--- src/rtl/store_buffer_unit.sv ---
// Store buffer: aligns sb/sh/sw into byte lanes, queues them in a FIFO,
// and drains the FIFO to data memory one write at a time.
module store_buffer_unit #(
   parameter int         DEPTH     = 4,
   parameter logic [7:0] MMIO_TOP0 = 8'h10,
   parameter logic [7:0] MMIO_TOP1 = 8'h11
) (
   input  logic        clk,
   input  logic        rst,
   input  logic        st_valid,
   input  logic [2:0]  st_funct3,
   input  logic [31:0] st_addr,
   input  logic [31:0] st_data,
   output logic        st_ready,
   output logic        st_fault,
   output logic        sb_empty,
   output logic        dmem_write,
   output logic [31:0] dmem_address,
   output logic [31:0] dmem_wdata,
   output logic [3:0]  dmem_wmask,
   input  logic        dmem_resp
);

   localparam int AW = $clog2(DEPTH);
   localparam logic [AW:0] LP_FULL = (AW+1)'(DEPTH);

   typedef enum logic {S_IDLE, S_ISSUE} state_t;

   state_t        r_state, w_state_n;
   logic [AW-1:0] r_wptr, r_rptr;
   logic [AW:0]   r_count;
   logic [31:0]   r_fifo_addr [DEPTH];
   logic [31:0]   r_fifo_data [DEPTH];
   logic [3:0]    r_fifo_mask [DEPTH];
   logic          r_fault;
   logic          r_write, w_write_n;
   logic [31:0]   r_addr, w_addr_n;
   logic [31:0]   r_wdata, w_wdata_n;
   logic [3:0]    r_wmask, w_wmask_n;

   logic          w_mmio, w_bad, w_accept, w_push, w_pop;
   logic [1:0]    w_lo;
   logic [3:0]    w_mask;
   logic [31:0]   w_data, w_saddr;

   // MMIO targets see the store exactly as issued, without lane shifting
   assign w_mmio  = (st_addr[31:24] == MMIO_TOP0) ||
                    (st_addr[31:24] == MMIO_TOP1);
   assign w_lo    = w_mmio ? 2'b00 : st_addr[1:0];
   assign w_saddr = w_mmio ? st_addr : {st_addr[31:2], 2'b00};

   always_comb begin
      w_mask = 4'b0000;
      w_data = 32'd0;
      w_bad  = 1'b0;
      case (st_funct3)
         3'b000: begin
            w_mask = 4'b0001 << w_lo;
            w_data = {24'd0, st_data[7:0]} << {w_lo, 3'b000};
         end
         3'b001: begin
            w_bad  = w_lo[0];
            w_mask = 4'b0011 << w_lo;
            w_data = {16'd0, st_data[15:0]} << {w_lo, 3'b000};
         end
         3'b010: begin
            w_bad  = (w_lo != 2'b00);
            w_mask = 4'b1111;
            w_data = st_data;
         end
         default: w_bad = 1'b1;
      endcase
   end

   assign st_ready = (r_count != LP_FULL);
   assign w_accept = st_valid && st_ready;
   assign w_push   = w_accept && !w_bad;
   assign w_pop    = (r_state == S_ISSUE) && dmem_resp;

   always_ff @(posedge clk or posedge rst) begin
      if (rst) begin
         r_wptr  <= '0;
         r_rptr  <= '0;
         r_count <= '0;
         r_fault <= 1'b0;
      end else begin
         r_fault <= w_accept && w_bad;
         if (w_push) r_wptr <= r_wptr + 1'b1;
         if (w_pop)  r_rptr <= r_rptr + 1'b1;
         case ({w_push, w_pop})
            2'b10:   r_count <= r_count + 1'b1;
            2'b01:   r_count <= r_count - 1'b1;
            default: r_count <= r_count;
         endcase
      end
   end

   always_ff @(posedge clk) begin
      if (w_push) begin
         r_fifo_addr[r_wptr] <= w_saddr;
         r_fifo_data[r_wptr] <= w_data;
         r_fifo_mask[r_wptr] <= w_mask;
      end
   end

   always_ff @(posedge clk or posedge rst) begin
      if (rst) begin
         r_state <= S_IDLE;
         r_write <= 1'b0;
         r_addr  <= 32'd0;
         r_wdata <= 32'd0;
         r_wmask <= 4'b0000;
      end else begin
         r_state <= w_state_n;
         r_write <= w_write_n;
         r_addr  <= w_addr_n;
         r_wdata <= w_wdata_n;
         r_wmask <= w_wmask_n;
      end
   end

   // Head stays in the FIFO until resp, so count covers the in-flight write
   always_comb begin
      w_state_n = r_state;
      w_write_n = r_write;
      w_addr_n  = r_addr;
      w_wdata_n = r_wdata;
      w_wmask_n = r_wmask;
      case (r_state)
         S_IDLE: begin
            if (r_count != '0) begin
               w_addr_n  = r_fifo_addr[r_rptr];
               w_wdata_n = r_fifo_data[r_rptr];
               w_wmask_n = r_fifo_mask[r_rptr];
               w_write_n = 1'b1;
               w_state_n = S_ISSUE;
            end
         end
         S_ISSUE: begin
            if (dmem_resp) begin
               w_write_n = 1'b0;
               w_state_n = S_IDLE;
            end
         end
         default: w_state_n = S_IDLE;
      endcase
   end

   assign st_fault     = r_fault;
   assign sb_empty     = (r_count == '0) && (r_state == S_IDLE);
   assign dmem_write   = r_write;
   assign dmem_address = r_addr;
   assign dmem_wdata   = r_wdata;
   assign dmem_wmask   = r_wmask;

endmodule
--- config.mk ---
export PLATFORM = sky130hd
export DESIGN_NAME = store_buffer_unit
export DESIGN_NICKNAME = d
export VERILOG_FILES = /design/src/rtl/store_buffer_unit.sv
export SDC_FILE = /design/constraint.sdc
export NUM_CORES = 1
export LEC_CHECK = 0
export BUFFER_PORTS_ARGS = -buffer_cell sky130_fd_sc_hd__buf_2
export CORE_ASPECT_RATIO = 1.4
export CORE_MARGIN = 8
export CORE_UTILIZATION = 55
export CTS_CLUSTER_SIZE = 14
export DETAILED_ROUTE_END_ITERATION = 8
export HOLD_SLACK_MARGIN = 0.15
export PLACE_DENSITY = 0.75
export SLEW_MARGIN = 40
export SYNTH_ARGS = -nofsm -noshare
export SYNTH_HDL_FRONTEND = slang
export SYNTH_SLANG_ARGS = --single-unit
--- constraint.sdc ---
create_clock -name clk -period 5.07 [get_ports clk]
set_input_delay 1.521 -clock clk [delete_from_list [all_inputs] [get_ports clk]]
set_output_delay 1.521 -clock clk [all_outputs]
set_load 0.02 [all_outputs]
==> summary.md <==
| Metric | Value |
|---|---|
| Share of cells above drive strength 1 | `42.81%` |
| F_max | `268.7 MHz` |
| Root Buffer | `clkbuf_16` |
| Synth area leader | `edfxtp_1` |
| Worst slack, placed | `765.5 ps` |
| Peak VDD IR | `0.3888 mV` |
| Dpl cells | `1090` |
| Mux cell area share after synthesis | `17.65%` |
| TritonCTS Sinks | `350` |
| RSZ-0062 raised after global routing | `false` |
| Die W | `148.7 µm` |
| Setup violators final | `0` |
| GP Congestion | `0.8133` |
| Ys flop type | `edfxtp_1` |
| Full die area | `29990 µm²` |
| Critical Path Source Type | `input pin` |
| Run status | `finished, final reports clean` |
| Critical path peak fanout | `35` |
| Post-synth top area share | `60.26%` |
| Synth Area in Compound Gates | `2.603%` |
| Die height | `201.7 µm` |
| Placed Area | `14740 µm²` |
| Resized Gates After CTS | `0` |
| P&R area growth vs syn | `16.05%` |
| DR pass1 iterations | `5` |
| Avg Inst Size Synth | `20.76 µm²` |
| Fill count | `1641` |
| EDFF count, synth | `272` |
| Adder-Cell Fraction of Synth Area | `0.6092%` |
| Xor/xnor share of the synthesized area | `0.3877%` |
| H-tree levels | `1` |
| Wire per inst | `23.43 µm` |
| Post-Route WL | `26.92 mm` |
| Pin count of the biggest net entering global routing | `79` |
| Antenna diode count | `0` |
| GRT Overall Usage | `18.10%` |
| Shortest period the worst path allows | `3722 ps` |
| CTS tree | `done` |
| Vias in the first global route | `7384` |
| Unique masters post-synth | `45` |
| Via count | `6697` |
| PortBufs | `142` |
| Synth Warn # | `0` |
| Relative slew slack | `51.30%` |
| Nets | `886` |
| #FFs+latches synth | `350` |
| Global-route wire length before repair | `41.82 mm` |
| Fin cells | `1149` |
| Drt via density | `5.829` |
| Cell with the most instances after synthesis | `edfxtp_1` |
| Final instance area | `15730 µm²` |
| Simple-gate portion of the synthesized area | `2.695%` |
| # hold bufs at CTS | `0` |
| Total gr overflow | `0` |
| Largest family of logic cells by synthesized area | `multiplexers` |
| Final period util | `73.40%` |
| Worst setup EP type | `register` |
| Critical Path AT | `3960 ps` |
| Least-Margin Pin Slew | `730.5 ps` |
| Syn Inst Count | `653` |
| Critical Path RT | `5300 ps` |
| Max Clock Skew | `12.71 ps` |
| Initial antenna violation count | `0` |
| 1st-iter DRT viols | `516` |
| CORE AREA | `24420 µm²` |
| Hold Fails Final Rpt | `0` |
| Final setup TNS | `0 ps` |
| Max clock buf depth | `3` |
| Leakage power | `5.648 nW` |
| Top Ports | `143` |
| Top cells by count, synth | `edfxtp_1 (272), dfrtp_1 (78), mux2_2 (68), mux4_2 (68), and2_1 (17)` |
| CTS Buf Count | `31` |
| Final Max Slew Viols | `0` |
| Total power | `8.560 mW` |
| Worst Slack Setup Final | `1348 ps` |
| Top cells by area, synth | `edfxtp_1 (60%), dfrtp_1 (14%), mux4_2 (11%)` |
| HPWL after DPL | `18.23 mm` |
| Kind of critical path | `input pin to register` |
| Clock slew at reported path FFs | `60 ps` |
| Synth async-reset ratio | `22.29%` |
| Clk_lat worst skew | `550 ps` |
| Power per cell area | `544.1 nW/µm²` |
| Initial Util | `55.51%` |
| DRT antenna net count | `0` |
| Max capacitance violation total | `0` |
| DRC | `0` |
| Post-Syn Area | `13550 µm²` |
| Rows | `68` |
| HP Class | `register to register` |
| Synthesized net count | `730` |
| Sequential area share after synthesis | `74.66%` |
| Post-CTS Setup Inserts | `0` |
[registers in the layout, summed over array words and instances, names as in the netlist]
name	count
r_fifo_data	128
r_rptr	2
dmem_write	1
dmem_wmask	4
r_fifo_mask	16
r_state	1
r_wptr	2
dmem_address	32
r_count	3
dmem_wdata	32
st_fault	1
r_fifo_addr	128
[metal layers]
| layer | vias up | routed length, µm | global-route usage [%] |
|---|---|---|---|
| met5 | - | 0 | 0 |
| met4 | 0 | 487 | 5.298 |
| met3 | 35 | 1725 | 3.260 |
| met2 | 233 | 14560 | 32.60 |
| met1 | 3494 | 10150 | 21.55 |
| li1 | 2935 | - | - |
[where the power goes]
part / internal, mW / switching [mW]
logic: 1.21 / 1.26
registers: 3.58 / 0.304
clock network: 1.25 / 0.957
total: 6.04 / 2.52
[metrics by stage]
step           hold WS, ps  utilization (%)
2_1_floorplan        477.9                -
3_3_place_gp         485.5            59.99
3_5_place_dp         490.4            60.38
4_1_cts              504.1            64.36
5_1_grt              522.5            64.42
6_report             498.5            64.42
[critical path, cell delays in order]
cell and delay (ps):
buf_2 140, nor4b_4 660, a211oi_2 220, nor4_4 470, and2_4 570, buf_12 300
[cells by family (layout without fill, tap and decap cells)]
group                      count (synthesis)  after routing
buffers and inverters                     45            226
muxes                                    145            145
and+or+nand+nor                           59             59
xor gates and xnor gates                   6              6
adders and majority gates                  6              6
DFF                                      350            350
AOI/OAI and AO/OA                         42             42
[worst paths after layout]
kind / from / to / slack (ps) / depth (start not counted)
setup / recovery: st_addr[29] / r_fifo_addr[3][18] / 1350 / 6
hold / removal: dmem_wdata[2] / dmem_wdata[2] / 500 / 1
setup reg to reg: r_count[2] / r_fifo_addr[3][18] / 2700 / 5
hold reg to reg: dmem_wdata[2] / dmem_wdata[2] / 500 / 1
max in group asynchronous: rst / r_rptr[0] / 3410 / 2
min in group asynchronous: rst / dmem_wmask[0] / 1090 / 2
[placed cells by master, fill, tap and decap left out, types with 3 or more instances in the layout]
cell / n
nand2_1: 12
dfrtp_1: 76
and2_4: 4
a222oi_1: 8
edfxtp_1: 272
inv_1: 15
nor2_1: 7
clkbuf_1: 13
xnor2_1: 3
a21oi_1: 3
buf_2: 142
mux4_2: 68
xor2_1: 3
ha_1: 5
buf_12: 7
mux2_2: 68
o21ai_0: 11
and2_1: 17
a22o_1: 8
mux2i_1: 8
clkbuf_8: 8
clkbuf_16: 31
[cell type report]
class	instances	area (µm²)	share of cell area, %
inverters	16	65.06	0.4136
clock buffers	52	934.6	5.942
repair buffers	152	880.8	5.600
flip-flops and latches	350	10130	64.38
well taps	315	394.1	2.506
multi-input cells	258	3291	20.92
clock inverters	6	37.54	0.2386
No activity file was read; power rests on OpenSTA's default activity.
